--- src/rtl/ws2812b_frame_sequencer_pkg.sv ---
// Shared definitions for the ws2812b frame sequencer slice.
// Contents: register map addresses, CTRL bit positions, FSM state type,
// field widths and a palette address helper.
package ws2812b_pkg;

    localparam logic [3:0] REG_CTRL = 4'h0;
    localparam logic [3:0] REG_LEN  = 4'h1;
    localparam logic [3:0] REG_IDX  = 4'h2;
    localparam logic [3:0] REG_PIX  = 4'h3;
    localparam logic [3:0] REG_PAL0 = 4'h4;

    localparam int CTRL_START = 0;
    localparam int CTRL_AUTO  = 1;
    localparam int CTRL_ABORT = 2;

    localparam int IDX_W     = 6;   // frame buffer pointer / LEN width
    localparam int PIX_W     = 2;   // palette index per LED
    localparam int COLOR_W   = 24;  // GRB colour
    localparam int PAL_BYTES = 12;  // 4 entries x {G,R,B}

    typedef enum logic [2:0] {
        ST_IDLE,
        ST_LOAD,
        ST_SEND,
        ST_WAITRDY,
        ST_GAP
    } state_t;

    // Byte offset of the G byte of palette entry p (3*p).
    function automatic logic [3:0] pal_base(input logic [PIX_W-1:0] p);
        return {1'b0, p, 1'b0} + {2'b00, p};
    endfunction

endpackage

--- src/rtl/ws2812b_frame_sequencer_if.sv ---
// Bus and pixel-stream interfaces of the ws2812b frame sequencer.
//  ws2812b_bus_if : TinyQV byte bus (address, data_write, data_in, data_out);
//                   master = CPU side, slave = sequencer.
//  ws2812b_px_if  : pixel stream (px_data, px_valid, px_latch, px_ready);
//                   master = sequencer, slave = serializer core.
interface ws2812b_bus_if;
    logic [3:0] address;
    logic       data_write;
    logic [7:0] data_in;
    logic [7:0] data_out;

    modport master (output address, data_write, data_in, input data_out);
    modport slave  (input address, data_write, data_in, output data_out);
endinterface

interface ws2812b_px_if;
    logic [ws2812b_pkg::COLOR_W-1:0] px_data;
    logic                            px_valid;
    logic                            px_latch;
    logic                            px_ready;

    modport master (output px_data, px_valid, px_latch, input px_ready);
    modport slave  (input px_data, px_valid, px_latch, output px_ready);
endinterface

--- src/rtl/ws2812b_frame_sequencer_frame_store.sv ---
// Frame buffer (2-bit palette index per LED) plus 4-entry GRB palette.
// Ports:
//  clk, rst_n            clock, async active-low reset (clears all storage)
//  fb_we/fb_waddr/fb_wdata   bus write into frame buffer
//  fb_raddr -> fb_rdata      bus read of frame buffer
//  pal_we/pal_addr/pal_wdata bus write of palette byte (0..11)
//  pal_addr -> pal_rdata     bus read of palette byte
//  pix_ptr -> pix_color      combinational pixel lookup for the sequencer
module ws2812b_frame_store
    import ws2812b_pkg::*;
#(
    parameter int NUM_LEDS = 16
) (
    input  logic               clk,
    input  logic               rst_n,
    input  logic               fb_we,
    input  logic [IDX_W-1:0]   fb_waddr,
    input  logic [PIX_W-1:0]   fb_wdata,
    input  logic [IDX_W-1:0]   fb_raddr,
    output logic [PIX_W-1:0]   fb_rdata,
    input  logic               pal_we,
    input  logic [3:0]         pal_addr,
    input  logic [7:0]         pal_wdata,
    output logic [7:0]         pal_rdata,
    input  logic [IDX_W-1:0]   pix_ptr,
    output logic [COLOR_W-1:0] pix_color
);

    localparam int AW = (NUM_LEDS > 1) ? $clog2(NUM_LEDS) : 1;

    logic [PIX_W-1:0] fb  [NUM_LEDS];
    logic [7:0]       pal [PAL_BYTES];
    logic [PIX_W-1:0] code;
    logic [3:0]       base;

    always_ff @(posedge clk or negedge rst_n) begin
        if (!rst_n) begin
            fb  <= '{default: '0};
            pal <= '{default: '0};
        end else begin
            // IDX may be programmed beyond the buffer; such writes are dropped.
            if (fb_we && (32'(fb_waddr) < NUM_LEDS))
                fb[fb_waddr[AW-1:0]] <= fb_wdata;
            if (pal_we && (32'(pal_addr) < PAL_BYTES))
                pal[pal_addr] <= pal_wdata;
        end
    end

    always_comb begin
        fb_rdata  = '0;
        pal_rdata = '0;
        code      = '0;
        if (32'(fb_raddr) < NUM_LEDS)
            fb_rdata = fb[fb_raddr[AW-1:0]];
        if (32'(pal_addr) < PAL_BYTES)
            pal_rdata = pal[pal_addr];
        if (32'(pix_ptr) < NUM_LEDS)
            code = fb[pix_ptr[AW-1:0]];
        base      = pal_base(code);
        pix_color = {pal[base], pal[base + 4'd1], pal[base + 4'd2]};
    end

endmodule

--- src/rtl/ws2812b_frame_sequencer.sv ---
// Frame-level controller for the ws2812b serializer core.
// Streams LEN+1 palette-mapped pixels over valid/ready when START is written,
// flags the last pixel with px_latch, optionally repeats after GAP_CYCLES.
// Ports:
//  clk, rst_n  clock, async active-low reset
//  bus         TinyQV byte bus slave (register map: CTRL, LEN, IDX, PIX, palette)
//  px          pixel stream master towards the serializer core
module ws2812b_frame_sequencer
    import ws2812b_pkg::*;
#(
    parameter int NUM_LEDS   = 16,
    parameter int GAP_CYCLES = 1024
) (
    input  logic          clk,
    input  logic          rst_n,
    ws2812b_bus_if.slave  bus,
    ws2812b_px_if.master  px
);

    localparam logic [IDX_W-1:0] LAST     = IDX_W'(NUM_LEDS - 1);
    localparam int               GW       = $clog2(GAP_CYCLES + 1);
    localparam logic [GW-1:0]    GAP_LOAD = GW'(GAP_CYCLES - 1);

    state_t             state;
    logic [IDX_W-1:0]   ptr;
    logic [IDX_W-1:0]   len;
    logic [IDX_W-1:0]   idx;
    logic               auto_en;
    logic               done;
    logic               busy;
    logic               abort_pend;
    logic [GW-1:0]      gap_cnt;

    logic               ctrl_wr;
    logic               len_wr;
    logic               idx_wr;
    logic               pix_wr;
    logic               pal_wr;
    logic [3:0]         pal_addr;
    logic [PIX_W-1:0]   fb_rdata;
    logic [7:0]         pal_rdata;
    logic [COLOR_W-1:0] pix_color;

    always_comb begin
        ctrl_wr  = bus.data_write && (bus.address == REG_CTRL);
        len_wr   = bus.data_write && (bus.address == REG_LEN);
        idx_wr   = bus.data_write && (bus.address == REG_IDX);
        pix_wr   = bus.data_write && (bus.address == REG_PIX);
        pal_wr   = bus.data_write && (bus.address >= REG_PAL0);
        pal_addr = bus.address - REG_PAL0;
    end

    ws2812b_frame_store #(
        .NUM_LEDS (NUM_LEDS)
    ) u_store (
        .clk       (clk),
        .rst_n     (rst_n),
        .fb_we     (pix_wr),
        .fb_waddr  (idx),
        .fb_wdata  (bus.data_in[PIX_W-1:0]),
        .fb_raddr  (idx),
        .fb_rdata  (fb_rdata),
        .pal_we    (pal_wr),
        .pal_addr  (pal_addr),
        .pal_wdata (bus.data_in),
        .pal_rdata (pal_rdata),
        .pix_ptr   (ptr),
        .pix_color (pix_color)
    );

    always_ff @(posedge clk or negedge rst_n) begin
        if (!rst_n) begin
            state       <= ST_IDLE;
            ptr         <= '0;
            len         <= LAST;
            idx         <= '0;
            auto_en     <= 1'b0;
            done        <= 1'b0;
            busy        <= 1'b0;
            abort_pend  <= 1'b0;
            gap_cnt     <= '0;
            px.px_data  <= '0;
            px.px_valid <= 1'b0;
            px.px_latch <= 1'b0;
        end else begin
            if (ctrl_wr) begin
                auto_en <= bus.data_in[CTRL_AUTO];
                if (busy && bus.data_in[CTRL_ABORT])
                    abort_pend <= 1'b1;
            end
            if (len_wr)
                len <= (bus.data_in > 8'(NUM_LEDS - 1)) ? LAST : bus.data_in[IDX_W-1:0];
            if (idx_wr)
                idx <= bus.data_in[IDX_W-1:0];
            else if (pix_wr)
                idx <= (idx >= LAST) ? '0 : idx + 1'b1;

            case (state)
                ST_IDLE: begin
                    abort_pend <= 1'b0;
                    if (ctrl_wr && bus.data_in[CTRL_START]) begin
                        done  <= 1'b0;
                        busy  <= 1'b1;
                        ptr   <= '0;
                        state <= ST_LOAD;
                    end
                end
                ST_LOAD: begin
                    px.px_data  <= pix_color;
                    // >= so that lowering LEN below ptr ends the frame on this pixel
                    px.px_latch <= (ptr >= len);
                    px.px_valid <= 1'b1;
                    state       <= ST_SEND;
                end
                ST_SEND: begin
                    if (!px.px_ready) begin
                        px.px_valid <= 1'b0;
                        state       <= ST_WAITRDY;
                    end
                end
                ST_WAITRDY: begin
                    if (px.px_ready) begin
                        if (abort_pend) begin
                            busy  <= 1'b0;
                            state <= ST_IDLE;
                        // the latch flag of the pixel just sent marks frame end,
                        // immune to LEN writes after it was loaded
                        end else if (px.px_latch) begin
                            done <= 1'b1;
                            if (auto_en) begin
                                gap_cnt <= GAP_LOAD;
                                state   <= ST_GAP;
                            end else begin
                                busy  <= 1'b0;
                                state <= ST_IDLE;
                            end
                        end else begin
                            ptr   <= ptr + 1'b1;
                            state <= ST_LOAD;
                        end
                    end
                end
                ST_GAP: begin
                    if (abort_pend || !auto_en) begin
                        busy  <= 1'b0;
                        state <= ST_IDLE;
                    end else if (gap_cnt == '0) begin
                        ptr   <= '0;
                        state <= ST_LOAD;
                    end else begin
                        gap_cnt <= gap_cnt - 1'b1;
                    end
                end
                default: state <= ST_IDLE;
            endcase
        end
    end

    always_comb begin
        bus.data_out = '0;
        case (bus.address)
            REG_CTRL: bus.data_out = {5'b0, auto_en, done, busy};
            REG_LEN:  bus.data_out = {2'b0, len};
            REG_IDX:  bus.data_out = {2'b0, idx};
            REG_PIX:  bus.data_out = {6'b0, fb_rdata};
            default:  bus.data_out = pal_rdata;
        endcase
    end

endmodule
--- src/flat_wrapper.sv ---
// flat-port wrapper written by rule: the top's interface ports become plain ports
module ws2812b_frame_sequencer_flat import ws2812b_pkg::*;
#(
    parameter int NUM_LEDS   = 16,
    parameter int GAP_CYCLES = 1024
)
  (clk, rst_n, bus_address, bus_data_write, bus_data_in, bus_data_out, px_px_data, px_px_valid, px_px_latch, px_px_ready);
  ws2812b_bus_if bus_i ();
  ws2812b_px_if px_i ();
  input  logic clk;
  input  logic rst_n;
  input wire logic [$bits(bus_i.address)-1:0] bus_address;
  input wire logic [$bits(bus_i.data_write)-1:0] bus_data_write;
  input wire logic [$bits(bus_i.data_in)-1:0] bus_data_in;
  output wire logic [$bits(bus_i.data_out)-1:0] bus_data_out;
  output wire logic [$bits(px_i.px_data)-1:0] px_px_data;
  output wire logic [$bits(px_i.px_valid)-1:0] px_px_valid;
  output wire logic [$bits(px_i.px_latch)-1:0] px_px_latch;
  input wire logic [$bits(px_i.px_ready)-1:0] px_px_ready;
  assign bus_i.address = bus_address;
  assign bus_i.data_write = bus_data_write;
  assign bus_i.data_in = bus_data_in;
  assign bus_data_out = bus_i.data_out;
  assign px_px_data = px_i.px_data;
  assign px_px_valid = px_i.px_valid;
  assign px_px_latch = px_i.px_latch;
  assign px_i.px_ready = px_px_ready;
  ws2812b_frame_sequencer #(.NUM_LEDS(NUM_LEDS), .GAP_CYCLES(GAP_CYCLES)) u_core (.clk(clk), .rst_n(rst_n), .bus(bus_i), .px(px_i));
endmodule
--- config.mk ---
export PLATFORM = sky130hd
export DESIGN_NAME = ws2812b_frame_sequencer_flat
export DESIGN_NICKNAME = d
export VERILOG_FILES = /design/src/rtl/ws2812b_frame_sequencer_pkg.sv /design/src/rtl/ws2812b_frame_sequencer_if.sv /design/src/rtl/ws2812b_frame_sequencer_frame_store.sv /design/src/rtl/ws2812b_frame_sequencer.sv /design/src/flat_wrapper.sv
export SDC_FILE = /design/constraint.sdc
export NUM_CORES = 1
export LEC_CHECK = 0
export BUFFER_PORTS_ARGS = -buffer_cell sky130_fd_sc_hd__buf_2
export CAP_MARGIN = 5
export CORE_ASPECT_RATIO = 1.75
export CORE_MARGIN = 2
export CORE_UTILIZATION = 61
export DETAILED_ROUTE_END_ITERATION = 8
export PLACE_DENSITY = 0.85
export SYNTH_ARGS = -nofsm -noshare
export SYNTH_HDL_FRONTEND = slang
export SYNTH_HIERARCHICAL = 1
export SYNTH_SLANG_ARGS = --single-unit
--- constraint.sdc ---
create_clock -name clk -period 5.3 [get_ports clk]
set_input_delay 0.53 -clock clk [delete_from_list [all_inputs] [get_ports clk]]
set_output_delay 0.53 -clock clk [all_outputs]
set_load 0.03 [all_outputs]
==> Yosys cells after proc, flatten, opt, wreduce, memory -nomap -nowiden <==
Index checks and enable logic that the tools add are counted.
{ "op_classes": {"n_reduce_logical": 30, "bitwise_logic": 6, "n_lt_le_gt_ge": 15, "n_addsub": 7, "n_eq_ne": 21, "n_mux": 72} }
{ "ops": {"columns": ["op", "count"], "rows": [
  ["binary-select mux 8 bit (select 4 bit)", 4],
  ["bitwise mux 96 bit", 1],
  ["2-to-1 mux 8 bit", 10],
  ["2-to-1 mux 11 bit", 6],
  ["2-to-1 mux 6 bit", 10],
  ["bitwise mux 32 bit", 1],
  ["demux 8 bit (select 4 bit)", 1],
  ["case mux 8 bit (4 select lines)", 1],
  ["greater-or-equal comparator 5 bit (second input constant)", 6],
  ["inverter 4 -> 5 bit", 6],
  ["2-to-1 mux 3 bit", 8],
  ["case mux 11 bit (2 select lines)", 1],
  ["case mux 6 bit (3 select lines)", 1],
  ["binary-select mux 2 bit (select 4 bit)", 2],
  ["case mux 3 bit (5 select lines)", 1],
  ["2-to-1 mux 1 bit", 14],
  ["2-to-1 mux 2 bit", 7],
  ["AND reduction 7 bit", 2],
  ["adder 6 x 1 -> 6 bit (second input constant)", 2],
  ["< comparator 6 x 5 -> 1 bit (second input constant)", 2],
  ["inequality test 2 bit (second input constant)", 6],
  ["nonzero test 2 bit", 6],
  ["logical AND 1 bit", 11],
  ["logical NOT 11 bit", 1],
  ["other kinds (31)", 41]
]} }
{ "word_totals": {"wordCells": 191, "ff_bits": 190, "inputBits": 16, "output_inout_bits": 34} }

==> Longest topological paths before layout <==
{ "logic_depth": {"word_depth": 11, "depth_mapped": 16, "mapped_depth_nobuf": 11} }

==> Cells and area by module <==
Netlist, hierarchy kept.
{ "by_module_without_submodules": {"columns": ["mod", "cells_each", "area_each_um2", "n_inst"], "rows": [
  ["ws2812b_frame_store", 618, 8249.2, 1],
  ["ws2812b_frame_sequencer", 319, 3270.6, 1]
]} }

==> Least setup slack after synthesis <==
No wires, ideal clock.
{ "synth_path": {"path_kind": "register -> register", "from": "register u_core.ptr[0]", "to": "register u_core.px.px_data[1]", "n_path_buf": 3, "path_slack_ps": 1747, "path_stages_with_launch": 12, "setup_ps": 125, "t_arrival_ps": 3428, "required_time_ps": 5175, "period_less_slack_ps": 3553, "cell_sequence": "dfrtp_1 > buf_2 > mux4_2 > mux4_2 > and2_1 > ha_1 > buf_1 > clkbuf_1 > mux4_2 > a22oi_1 > nand2_1 > mux2_2"} }
{ "synth_via": {"elab_chain_len": 11} }
{ "synth_rtl": {"columns": ["item", "line", "text"], "rows": [
  ["start: declaration", "ws2812b_frame_sequencer.sv:25", "logic [IDX_W-1:0] ptr;"],
  ["start signal: assignment", "ws2812b_frame_sequencer.sv:138", "ptr <= ptr + 1'b1;"],
  ["inverter 4 -> 5 bit (not written as such)", "ws2812b_frame_sequencer_frame_store.sv:58", "code = fb[pix_ptr[AW-1:0]];"],
  ["binary-select mux 2 bit (select 4 bit)", "ws2812b_frame_sequencer_frame_store.sv:58", null],
  ["2-to-1 mux 2 bit (not written as such) (2 in a row)", "ws2812b_frame_sequencer_frame_store.sv:58", null],
  ["2-to-1 mux 2 bit *", "ws2812b_frame_sequencer_frame_store.sv:57", "if (32'(pix_ptr) < NUM_LEDS)"],
  ["adder 3 x 2 -> 4 bit *", "ws2812b_frame_sequencer_pkg.sv:31", "return {1'b0, p, 1'b0} + {2'b00, p};"],
  ["adder 4 x 2 -> 4 bit *", "ws2812b_frame_sequencer_frame_store.sv:60", "pix_color = {pal[base], pal[base + 4'd1], pal[base + 4'd2]};"],
  ["inverter 4 -> 5 bit (not written as such) *", "ws2812b_frame_sequencer_frame_store.sv:60", null],
  ["binary-select mux 8 bit (select 4 bit) *", "ws2812b_frame_sequencer_frame_store.sv:60", null],
  ["2-to-1 mux 8 bit (not written as such) * (2 in a row)", "ws2812b_frame_sequencer_frame_store.sv:60", null],
  ["named net u_core.pix_color[1]", "ws2812b_frame_sequencer.sv:42", "logic [COLOR_W-1:0] pix_color;"],
  ["end signal: assignment", "ws2812b_frame_sequencer.sv:109", "px.px_data <= pix_color;"],
  ["end: declaration", "ws2812b_frame_sequencer_if.sv:22", "modport master (output px_data, px_valid, px_latch, input px_ready);"]
]} }
Mark *: on every way through the listed nets, which the timed path passes. The rest lies on a longest branch. The select of a mux whose other input is x is not followed.
A chain may end at the register's enable or synchronous reset.

==> Final worst setup path <==
{ "layout_path": {"from": "register u_core.ptr[2]", "to": "register u_core.px.px_data[21]"} }
{ "layout_via": {"elab_chain_len": 10} }
{ "layout_rtl": {"columns": ["item", "line"], "rows": [
  ["inverter 4 -> 5 bit (not written as such)", "ws2812b_frame_sequencer_frame_store.sv:58"],
  ["binary-select mux 2 bit (select 4 bit)", "ws2812b_frame_sequencer_frame_store.sv:58"],
  ["2-to-1 mux 2 bit (not written as such) (2 in a row)", "ws2812b_frame_sequencer_frame_store.sv:58"],
  ["2-to-1 mux 2 bit *", "ws2812b_frame_sequencer_frame_store.sv:57"],
  ["adder 3 x 2 -> 4 bit *", "ws2812b_frame_sequencer_pkg.sv:31"],
  ["inverter 4 -> 5 bit (not written as such) *", "ws2812b_frame_sequencer_frame_store.sv:60"],
  ["binary-select mux 8 bit (select 4 bit) *", "ws2812b_frame_sequencer_frame_store.sv:60"],
  ["2-to-1 mux 8 bit (not written as such) * (2 in a row)", "ws2812b_frame_sequencer_frame_store.sv:60"],
  ["named net u_core.pix_color[21]", "ws2812b_frame_sequencer.sv:42"]
]} }
Marks and branches as above.

==> metrics.md <==
| Metric | Value |
|---|---|
| Routability-driven placement congestion ratio | 0.9623 |
| Wire per inst | 24.88 um |
| Tcrit/Tclk final | about 80% |
| Hpwl dp | 20.95 mm |
| Area grow syn2layout | 8.081% |
| Gr usage total | 31.47% |
| # Post-CTS Setup Buffers | 0 |
| RSZ-0062 raised after global routing | no |
| Core area | 18,580 um2 |
| Post-route ant nets | 0 |
| Grt ovf | 0 |
| Pins Over Slew Limit | 0 |
| FF-to-FF Start | u_core/ptr[2] |
| Nets | 981 |
| Share of synthesized area occupied by flip-flops and latches | 41.32% |
| CTS Sinks | 190 |
| Die X-Extent | 107.9 um |
| Synth top area share | 40.40% |
| Min Tclk post-route | approximately 4.2 ns |
| Buffers on Ports | slightly below 50 |
| Die height | between 150 and 200 um |
| Status | finished, final reports clean |
| Clk pin slew, worst setup/hold paths | 0.07 ns |
| P_leak | 5.379 nW |
| Worst EP required | between 5 and 6 ns |
| Relative slew slack | 12.09% |
| Non-filler cells, final | 1,201 |
| Via count | 8,494 |
| Worst EP arrival | 4.55 ns |
| Max Clock Skew | 0.01243 ns |
| Synth cell types | 70 |
| Commonest non-fill, non-tap cell in the layout | dfrtp_1 |
| Hold crit path type | in -> async |
| Final hold violation count | 0 |
| Most frequent cells in the layout | 186 x dfrtp_1, 168 x mux2_2, 80 x mux4_2 |
| Total Wirelength | 29.88 mm |
| CP Class | reg -> reg |
| Starting Density | 62.00% |
| Root Driver | clkbuf_16 |
| Syn Nets | 968 |
| Diode count | 0 |
| Pre-Repair DR Iteration Count | 5 |
| CTS H-tree lvls | 4 |
| Hold buffer count at CTS | 0 |
| Final Cell Area | 12,450 um2 |
| Antenna violations before repair | 0 |
| Slowest CP cell | dfrtp_1 |
| Global-route wire length before repair | 47.33 mm |
| WP buf/inv | 2 |
| Post-synth EDFFs | 0 |
| Power density over the cells | 620.7 nW/um2 |
| Syn Std Cell Area | 11,520 um2 |
| Yosys Warn Count | 6 |
| Vias in the first global route | 8,447 |
| FF+latch count, synth | 190 |
| Max Cap Viol | 0 |
| Synth Flop Type | dfrtp_1 |
| Pin count of the biggest net entering global routing | 94 |
| Final setup viols | 0 |
| Biggest area consumer among synthesized cells | dfrtp_1 |
| Setup tns final | 0 ns |
| Syn Inst Count | 937 |
| Startpoint Class | flop |
| Rows | 66 |
| Inserted Clock Buffers | 17 |
| Pin slew with the least headroom to its limit | 1.316 ns |
| Clk buf depth | 2 |
| Crit. Startpoint | u_core/ptr[2] |
| Synth async-reset ratio | 100.0% |
| DRC | 0 |
| Die area | 20,040 um2 |
| Placed Cells | 1,169 |
| Slowest Stage Delay on Critical Path | 0.74 ns |
| Initial drt markers | approximately 710 |
| CP Capture Type | flop |
| I/O pin cnt | 50 |
| CP Max Fanout | between 50 and 60 |
| Cells along the critical path | mux2i_1 > a211oi_1 > o2111ai_2 > nand2_4 > inv_6 > ha_1 > inv_1 > nor3_1 > a222oi_1 > o221a_1 > mux2_2 |
| CTS tree | built |
| Share of layout cells above drive strength 1 | between 30% and 40% |
| Maximum vdd drop | roughly 360 uV |
| CP delay by family, top | buffers and inverters |
| Post-CTS sizing | 0 |
| Worst-skew pair later-pin latency | 0.44 ns |
| F_max | 236.8 MHz |
| Vias/cell | 7.072 |
| Synthesized area per cell | 12.29 um2 |
| Top post-synthesis cells by area | dfrtp_1 40%, mux2_2 16%, mux4_2 16% |
| Dpl cell area | between 10,000 and 15,000 um2 |
layer usage:
metal,vias up,global-route usage [%],wire length (um)
li1,3583,-,-
met5,-,0,0
met3,140,5.042,1937
met1,4293,36.89,10490
met2,478,53.79,15400
met4,0,19.28,2041
cell usage after synthesis (3+ instances only):
| library cell | instances |
|---|---|
| dfrtp_1 | 186 |
| mux2_2 | 168 |
| mux4_2 | 80 |
| nand2_1 | 63 |
| nor2_1 | 46 |
| a21oi_1 | 38 |
| clkbuf_1 | 38 |
| mux2i_1 | 33 |
| inv_1 | 30 |
| o21ai_0 | 22 |
| nor3_1 | 17 |
| ha_1 | 15 |
| nand3_1 | 14 |
| o22ai_1 | 14 |
| buf_2 | 12 |
| nor2b_1 | 12 |
| a211oi_1 | 10 |
| a22oi_1 | 10 |
| a31oi_1 | 9 |
| and3_1 | 9 |
| buf_1 | 9 |
| nand2b_1 | 9 |
| nor3b_1 | 9 |
| nand3b_1 | 5 |
| o22a_1 | 5 |
| a221o_1 | 4 |
| and2_1 | 4 |
| dfstp_2 | 4 |
| mux4_1 | 4 |
| or3_1 | 4 |
| buf_6 | 3 |
| o21a_1 | 3 |
| o31ai_1 | 3 |
per-stage QoR:
stage                     setup slack [ns]  util (%)  hold slack, ns  total power [mW]
final                                1.077     67.01          0.1405             7.728
after global routing                0.7458     67.01          0.2111             8.122
after CTS                            1.154     67.01          0.1901             7.670
after floorplan                      1.747         -          0.2344             5.467
after global placement               1.251     63.74          0.4603             6.194
after detailed placement             1.175     63.74          0.4717             6.309
logic make-up (layout without fill, tap and decap cells):
logic type	count (synthesis)	in the layout	share of synthesized area [%]
flip-flops	190	190	41.32
multiplexers	286	286	35.94
AND/OR/NAND/NOR	210	210	9.297
buffers and inverters	96	122	3.704
XOR/XNOR	1	1	0.07604
adder cells (fa/ha/maj)	15	15	1.629
AO/OA/AOI/OAI	139	139	8.037
state kept, by name, indices dropped and copies added (netlist names):
register / count
u_core/u_store/pal: 96
u_core/u_store/fb: 32
u_core/px.px_data: 24
u_core/gap_cnt: 11
u_core/idx: 6
u_core/len: 6
u_core/ptr: 6
u_core/state: 3
u_core/abort_pend: 1
u_core/auto_en: 1
u_core/busy: 1
u_core/done: 1
u_core/px.px_latch: 1
u_core/px.px_valid: 1
final timing paths:
kind                                    endpoint  slack, ns  depth (start not counted)
setup / recovery           u_core/px.px_data[21]       1.08                         11
hold / removal              u_core/px.px_data[8]       0.14                          1
setup reg to reg           u_core/px.px_data[21]       1.08                         11
hold reg to reg                u_core/gap_cnt[9]       0.49                          1
max in group asynchronous          u_core/idx[3]       3.96                          2
min in group clk                 u_core/state[0]       0.40                          2
power by group:
| part | internal (mW) | switching (mW) | leakage, nW |
|---|---|---|---|
| registers | 1.84 | 0.530 | 2.39 |
| logic | 1.96 | 2.07 | 2.69 |
| clock network | 0.726 | 0.597 | 0.298 |
final cells by class:
cell class                      count  area (um2)
Timing Repair Buffer               59       329.1
Tap cell                          238       297.8
Clock buffer                       18       439.2
Multi-Input combinational cell    651        6336
Fill cell                        1351        6130
Sequential cell                   190        4760
Inverter                           31       121.4
Clock inverter                     14       167.7
Note: power is estimated with default switching activity, not from simulation.
